## src/rtl/div_unit.sv

```systemverilog
// Multi-cycle radix-2 restoring divider for DIV/DIVU.
// Produces {remainder, quotient} with signed/unsigned modes, divide-by-zero flag and flush.
module div_unit #(
  parameter int WIDTH = 32,
  parameter int CNT_W = 6
) (
  input  logic               clk,
  input  logic               rst,
  input  logic               start_i,
  input  logic               annul_i,
  input  logic               signed_div_i,
  input  logic [WIDTH-1:0]   opdata1_i,
  input  logic [WIDTH-1:0]   opdata2_i,
  output logic [2*WIDTH-1:0] result_o,
  output logic               ready_o,
  output logic               busy_o,
  output logic               div_by_zero_o,
  output logic [1:0]         dbg_state
);

  // Handshake: an op is accepted on a rising edge in IDLE with start_i=1 and annul_i=0;
  // ready_o then stays high in END while start_i is held, and start_i=0 returns to IDLE.
  typedef enum logic [1:0] {S_IDLE, S_DIVZERO, S_ON, S_END} state_t;

  localparam logic [CNT_W-1:0] LAST = CNT_W'(WIDTH);

  state_t             state_q, state_d;
  logic [CNT_W-1:0]   cnt_q;
  logic [WIDTH-1:0]   quo_q, rem_q, dsr_q;
  logic               neg_quo_q, neg_rem_q;

  logic               accept;
  logic               op1_neg, op2_neg;
  logic [WIDTH-1:0]   abs1, abs2;
  logic [WIDTH:0]     shifted, trial;
  logic               take;
  logic [WIDTH-1:0]   rem_next, quo_next, quo_fix, rem_fix;

  logic [2*WIDTH-1:0] result_d;
  logic               ready_d, busy_d, dbz_d;

  assign accept  = (state_q == S_IDLE) && start_i && !annul_i;
  assign op1_neg = signed_div_i && opdata1_i[WIDTH-1];
  assign op2_neg = signed_div_i && opdata2_i[WIDTH-1];
  assign abs1    = op1_neg ? -opdata1_i : opdata1_i;
  assign abs2    = op2_neg ? -opdata2_i : opdata2_i;

  // The quotient register starts out holding the dividend and shifts its bits into
  // the partial remainder while quotient bits fill in from the bottom.
  assign shifted  = {rem_q, quo_q[WIDTH-1]};
  assign trial    = shifted - {1'b0, dsr_q};
  assign take     = !trial[WIDTH];
  assign rem_next = take ? trial[WIDTH-1:0] : shifted[WIDTH-1:0];
  assign quo_next = {quo_q[WIDTH-2:0], take};

  assign quo_fix  = neg_quo_q ? -quo_q : quo_q;
  assign rem_fix  = neg_rem_q ? -rem_q : rem_q;

  assign dbg_state = state_q;

  always_ff @(posedge clk) begin
    if (rst) begin
      state_q       <= S_IDLE;
      cnt_q         <= '0;
      quo_q         <= '0;
      rem_q         <= '0;
      dsr_q         <= '0;
      neg_quo_q     <= 1'b0;
      neg_rem_q     <= 1'b0;
      result_o      <= '0;
      ready_o       <= 1'b0;
      busy_o        <= 1'b0;
      div_by_zero_o <= 1'b0;
    end else begin
      state_q       <= state_d;
      result_o      <= result_d;
      ready_o       <= ready_d;
      busy_o        <= busy_d;
      div_by_zero_o <= dbz_d;
      if (accept) begin
        quo_q     <= abs1;
        dsr_q     <= abs2;
        rem_q     <= '0;
        cnt_q     <= '0;
        neg_quo_q <= op1_neg ^ op2_neg;
        neg_rem_q <= op1_neg;
      end else if (state_q == S_ON && cnt_q != LAST) begin
        rem_q <= rem_next;
        quo_q <= quo_next;
        cnt_q <= cnt_q + CNT_W'(1);
      end
    end
  end

  always_comb begin
    state_d = state_q;
    case (state_q)
      S_IDLE:    if (accept) state_d = (opdata2_i == '0) ? S_DIVZERO : S_ON;
      S_DIVZERO: state_d = annul_i ? S_IDLE : S_END;
      S_ON: begin
        if (annul_i)            state_d = S_IDLE;
        else if (cnt_q == LAST) state_d = S_END;
      end
      S_END:     state_d = (annul_i || !start_i) ? S_IDLE : S_END;
      default:   state_d = S_IDLE;
    endcase
  end

  always_comb begin
    result_d = result_o;
    ready_d  = ready_o;
    dbz_d    = div_by_zero_o;
    busy_d   = (state_d == S_DIVZERO) || (state_d == S_ON);
    if (state_d == S_IDLE) begin
      result_d = '0;
      ready_d  = 1'b0;
      dbz_d    = 1'b0;
    end else if (state_q == S_DIVZERO && state_d == S_END) begin
      result_d = '0;
      ready_d  = 1'b1;
      dbz_d    = 1'b1;
    end else if (state_q == S_ON && state_d == S_END) begin
      result_d = {rem_fix, quo_fix};
      ready_d  = 1'b1;
      dbz_d    = 1'b0;
    end
  end

endmodule

```

## config.mk

```make
export PLATFORM = sky130hd
export DESIGN_NAME = div_unit
export DESIGN_NICKNAME = d
export VERILOG_FILES = /design/src/rtl/div_unit.sv
export SDC_FILE = /design/constraint.sdc
export NUM_CORES = 1
export LEC_CHECK = 0
export CAP_MARGIN = 30
export CORE_MARGIN = 5
export CORE_UTILIZATION = 55
export DETAILED_ROUTE_END_ITERATION = 12
export PLACE_DENSITY = 0.88
export SYNTH_ARGS = -nofsm -noshare
export SYNTH_HDL_FRONTEND = slang
export SYNTH_SLANG_ARGS = --single-unit
```

## constraint.sdc

```tcl
create_clock -name clk -period 9.5 [get_ports clk]
set_input_delay 2.85 -clock clk [delete_from_list [all_inputs] [get_ports clk]]
set_output_delay 2.85 -clock clk [all_outputs]
set_load 0.02 [all_outputs]
```

==> results.sh <==
export IMPL_core_um2=19500
export IMPL_die_w_um=150
export IMPL_p_per_area_nw_per_um2=155
export IMPL_dr_pass1_iters=6
export IMPL_layout_commonest_cell="dfxtp_1"
export IMPL_period_minus_slack_ns=6.64
export IMPL_antenna_found_initial=0
export IMPL_vias_per_cell=5.98
export IMPL_vias=10500
export IMPL_cap_violations=0
export IMPL_rsz0062_at_grt="no"
export IMPL_place_detailed_hpwl_mm=21.7
export IMPL_wl_met1_mm=13.4
export IMPL_crit_fanout=58
export IMPL_dr_wl_met3_mm=2.60
export IMPL_io_buffer_count=137
export IMPL_grtUsageTotal=0.253
export IMPL_ys_warn_count=0
export IMPL_ios=138
export IMPL_grt_pass1_vias=9529
export IMPL_fin_nets=1590
export IMPL_hold_buffers=0
export IMPL_start_util=0.558
export IMPL_wirelength_mm=29.2
export IMPL_drc=0
export IMPL_slew_viol_final=0
export IMPL_cts_tree="done"
export IMPL_synth_ff_type="dfxtp_1"
export IMPL_cts_buffers=17
export IMPL_peakVddDrop_v=0.000119
export IMPL_synth_cells=1396
export IMPL_cts_resized_gates=0
export IMPL_ys_seq_area_frac=0.319
export IMPL_dr_wl_met2_mm=12.8
export IMPL_min_path_type="flip-flop to flip-flop"
export IMPL_skew_ns=0.00873
export IMPL_slew_headroom=0.272
export IMPL_layout_drive_gt1_share=0.0409
export IMPL_htreeDepth=4
export IMPL_cts_buffer_depth=2
export IMPL_synthesis_area_um2=10900
export IMPL_setup_viol=0
export IMPL_synthArstFlopShare=0
export IMPL_clk_pin_slew_ns=0.06
export IMPL_grt_start_max_net_pins=75
export IMPL_place_area_um2=12400
export IMPL_cts_setup_buffers=0
export IMPL_fin_cells=1758
export IMPL_dp_cells=1726
export IMPL_fin_util=0.666
export IMPL_fp_dieH_um=150
export IMPL_drtAntennaViolNets=0
export IMPL_clockRootBuffer="clkbuf_16"
export IMPL_hold_viol=0
export IMPL_worstMarginPinSlew_ns=1.06
export IMPL_status="finished clean"
export IMPL_yosys_register_bits=173
export IMPL_stdcell_area_um2=13000
export IMPL_wl_per_cell_um=16.6
export IMPL_die_area_um2=22600
export IMPL_synth_edff_count=0
export IMPL_path_class="input pin to flip-flop"
export IMPL_ys_types=67
export IMPL_worstPathArrival_ns=6.98
export IMPL_place_congestion=0.982
export IMPL_tns_ns=0
export IMPL_drt_iter0_markers=846
export IMPL_areaGrowthSynthToFinish_pct=19.4
export IMPL_clock_latency_ns=0.43
export IMPL_cp_end_kind="flip-flop"
export IMPL_avgSynthCellArea_um2=7.77
export IMPL_cts_sinks=173
export IMPL_grt_pass1_wl_mm=46.9
export IMPL_crit_path_start_kind="input pin"
export IMPL_globalRouteOverflowTotal=0
export IMPL_layout_common_cells="dfxtp_1 (173), nor2_1 (153), clkdlybuf4s50_1 (136)"
export IMPL_highest_layer="met4"
export IMPL_finalCritPeriodShare=0.699
export IMPL_fmax_ghz=0.151
export IMPL_crit_required_ns=9.84
export IMPL_leakagePower_nw=4.73
export IMPL_n_antenna_cell=0
export IMPL_row_count=51
export IMPL_syn_num_nets=1506
metrics by stage:
stage / setup slack, ns / hold slack (ns) / total power [mW]
3_5_place_dp: 2.42 / 0.451 / 1.34
3_3_place_gp: 2.35 / 0.441 / 1.32
6_report: 2.86 / 0.457 / 2.01
5_1_grt: 2.41 / 0.475 / 2.10
4_1_cts: 2.87 / 0.459 / 2.00
2_1_floorplan: 3.68 / 0.432 / 1.20
critical path, stage by stage:
cell and delay, ns:
clkdlybuf4s50_1 0.47, nor3_1 0.35, nand2_1 0.12, nor3_1 0.30, and3_1 0.32, nand3_1 0.19
nor4_1 0.40, a31oi_1 0.16, nor2_1 0.16, ha_1 0.21, nand2_1 0.13, nor2_4 0.48
buf_16 0.25, buf_12 0.24, nor2_1 0.08, a211oi_1 0.24
where the power goes:
part / internal [mW] / total [mW] / switching (mW)
registers: 0.751 / 0.792 / 0.0409
logic: 0.235 / 0.546 / 0.311
clock network: 0.381 / 0.670 / 0.289
logic make-up (layout without fill, tap and decap cells):
logic type / count (synthesis) / after routing / share of synthesized area
flip-flops: 173 / 173 / 0.319
XOR/XNOR: 143 / 143 / 0.115
buffers and inverters: 141 / 238 / 0.0490
adder cells (fa/ha/maj): 41 / 41 / 0.0480
multiplexers: 23 / 23 / 0.0212
AND/OR/NAND/NOR: 439 / 439 / 0.187
AO/OA/AOI/OAI: 436 / 436 / 0.260
metal layers:
metal	track usage	vias up
li1	-	5185
met1	0.371	4834
met2	0.387	447
met3	0.0446	51
met4	0.0608	0
met5	0	-
worst paths after layout:
path	from	to	slack [ns]	depth (start not counted)
max	opdata2_i[6]	result_o[58]	2.86	16
min reg2reg	result_o[63]	result_o[63]	0.46	2
max reg2reg	rem_q[10]	rem_q[11]	5.40	11
min	result_o[63]	result_o[63]	0.46	2
area by class of cell:
class                   instances  area [µm²]
clock inverters                 9        87.6
multi-input cells            1082        6880
well taps                     265         332
fillers                      1561        6500
flip-flops and latches        173        3460
inverters                      57         214
clock buffers                  23         478
repair buffers                149        1500
state kept, by name (all words and copies together), names as in the netlist:
name and flops:
cnt_q 6, div_by_zero_o 1, quo_q 32, dbg_state 2, neg_rem_q 1, ready_o 1
dsr_q 32, result_o 64, rem_q 32, neg_quo_q 1, busy_o 1
cell usage after synthesis (12+ instances only):
cell	count	share of area
o31ai_1	24	0.017
dfxtp_1	173	0.32
or3_1	15	0.0086
nand2b_1	12	0.0069
inv_1	57	0.020
o41ai_1	18	0.015
a211oi_1	81	0.056
mux2i_1	23	0.021
xnor2_1	52	0.042
xor2_1	91	0.073
a21oi_1	127	0.059
nand2_1	132	0.046
and3_1	14	0.0081
a21o_1	18	0.012
nand3_1	30	0.014
a221oi_1	12	0.0097
clkbuf_1	75	0.026
nor2_1	156	0.054
o21ai_0	85	0.039
a22oi_1	22	0.015
ha_1	40	0.046
nor3_1	12	0.0055
Note: power is estimated with default switching activity, not from simulation.
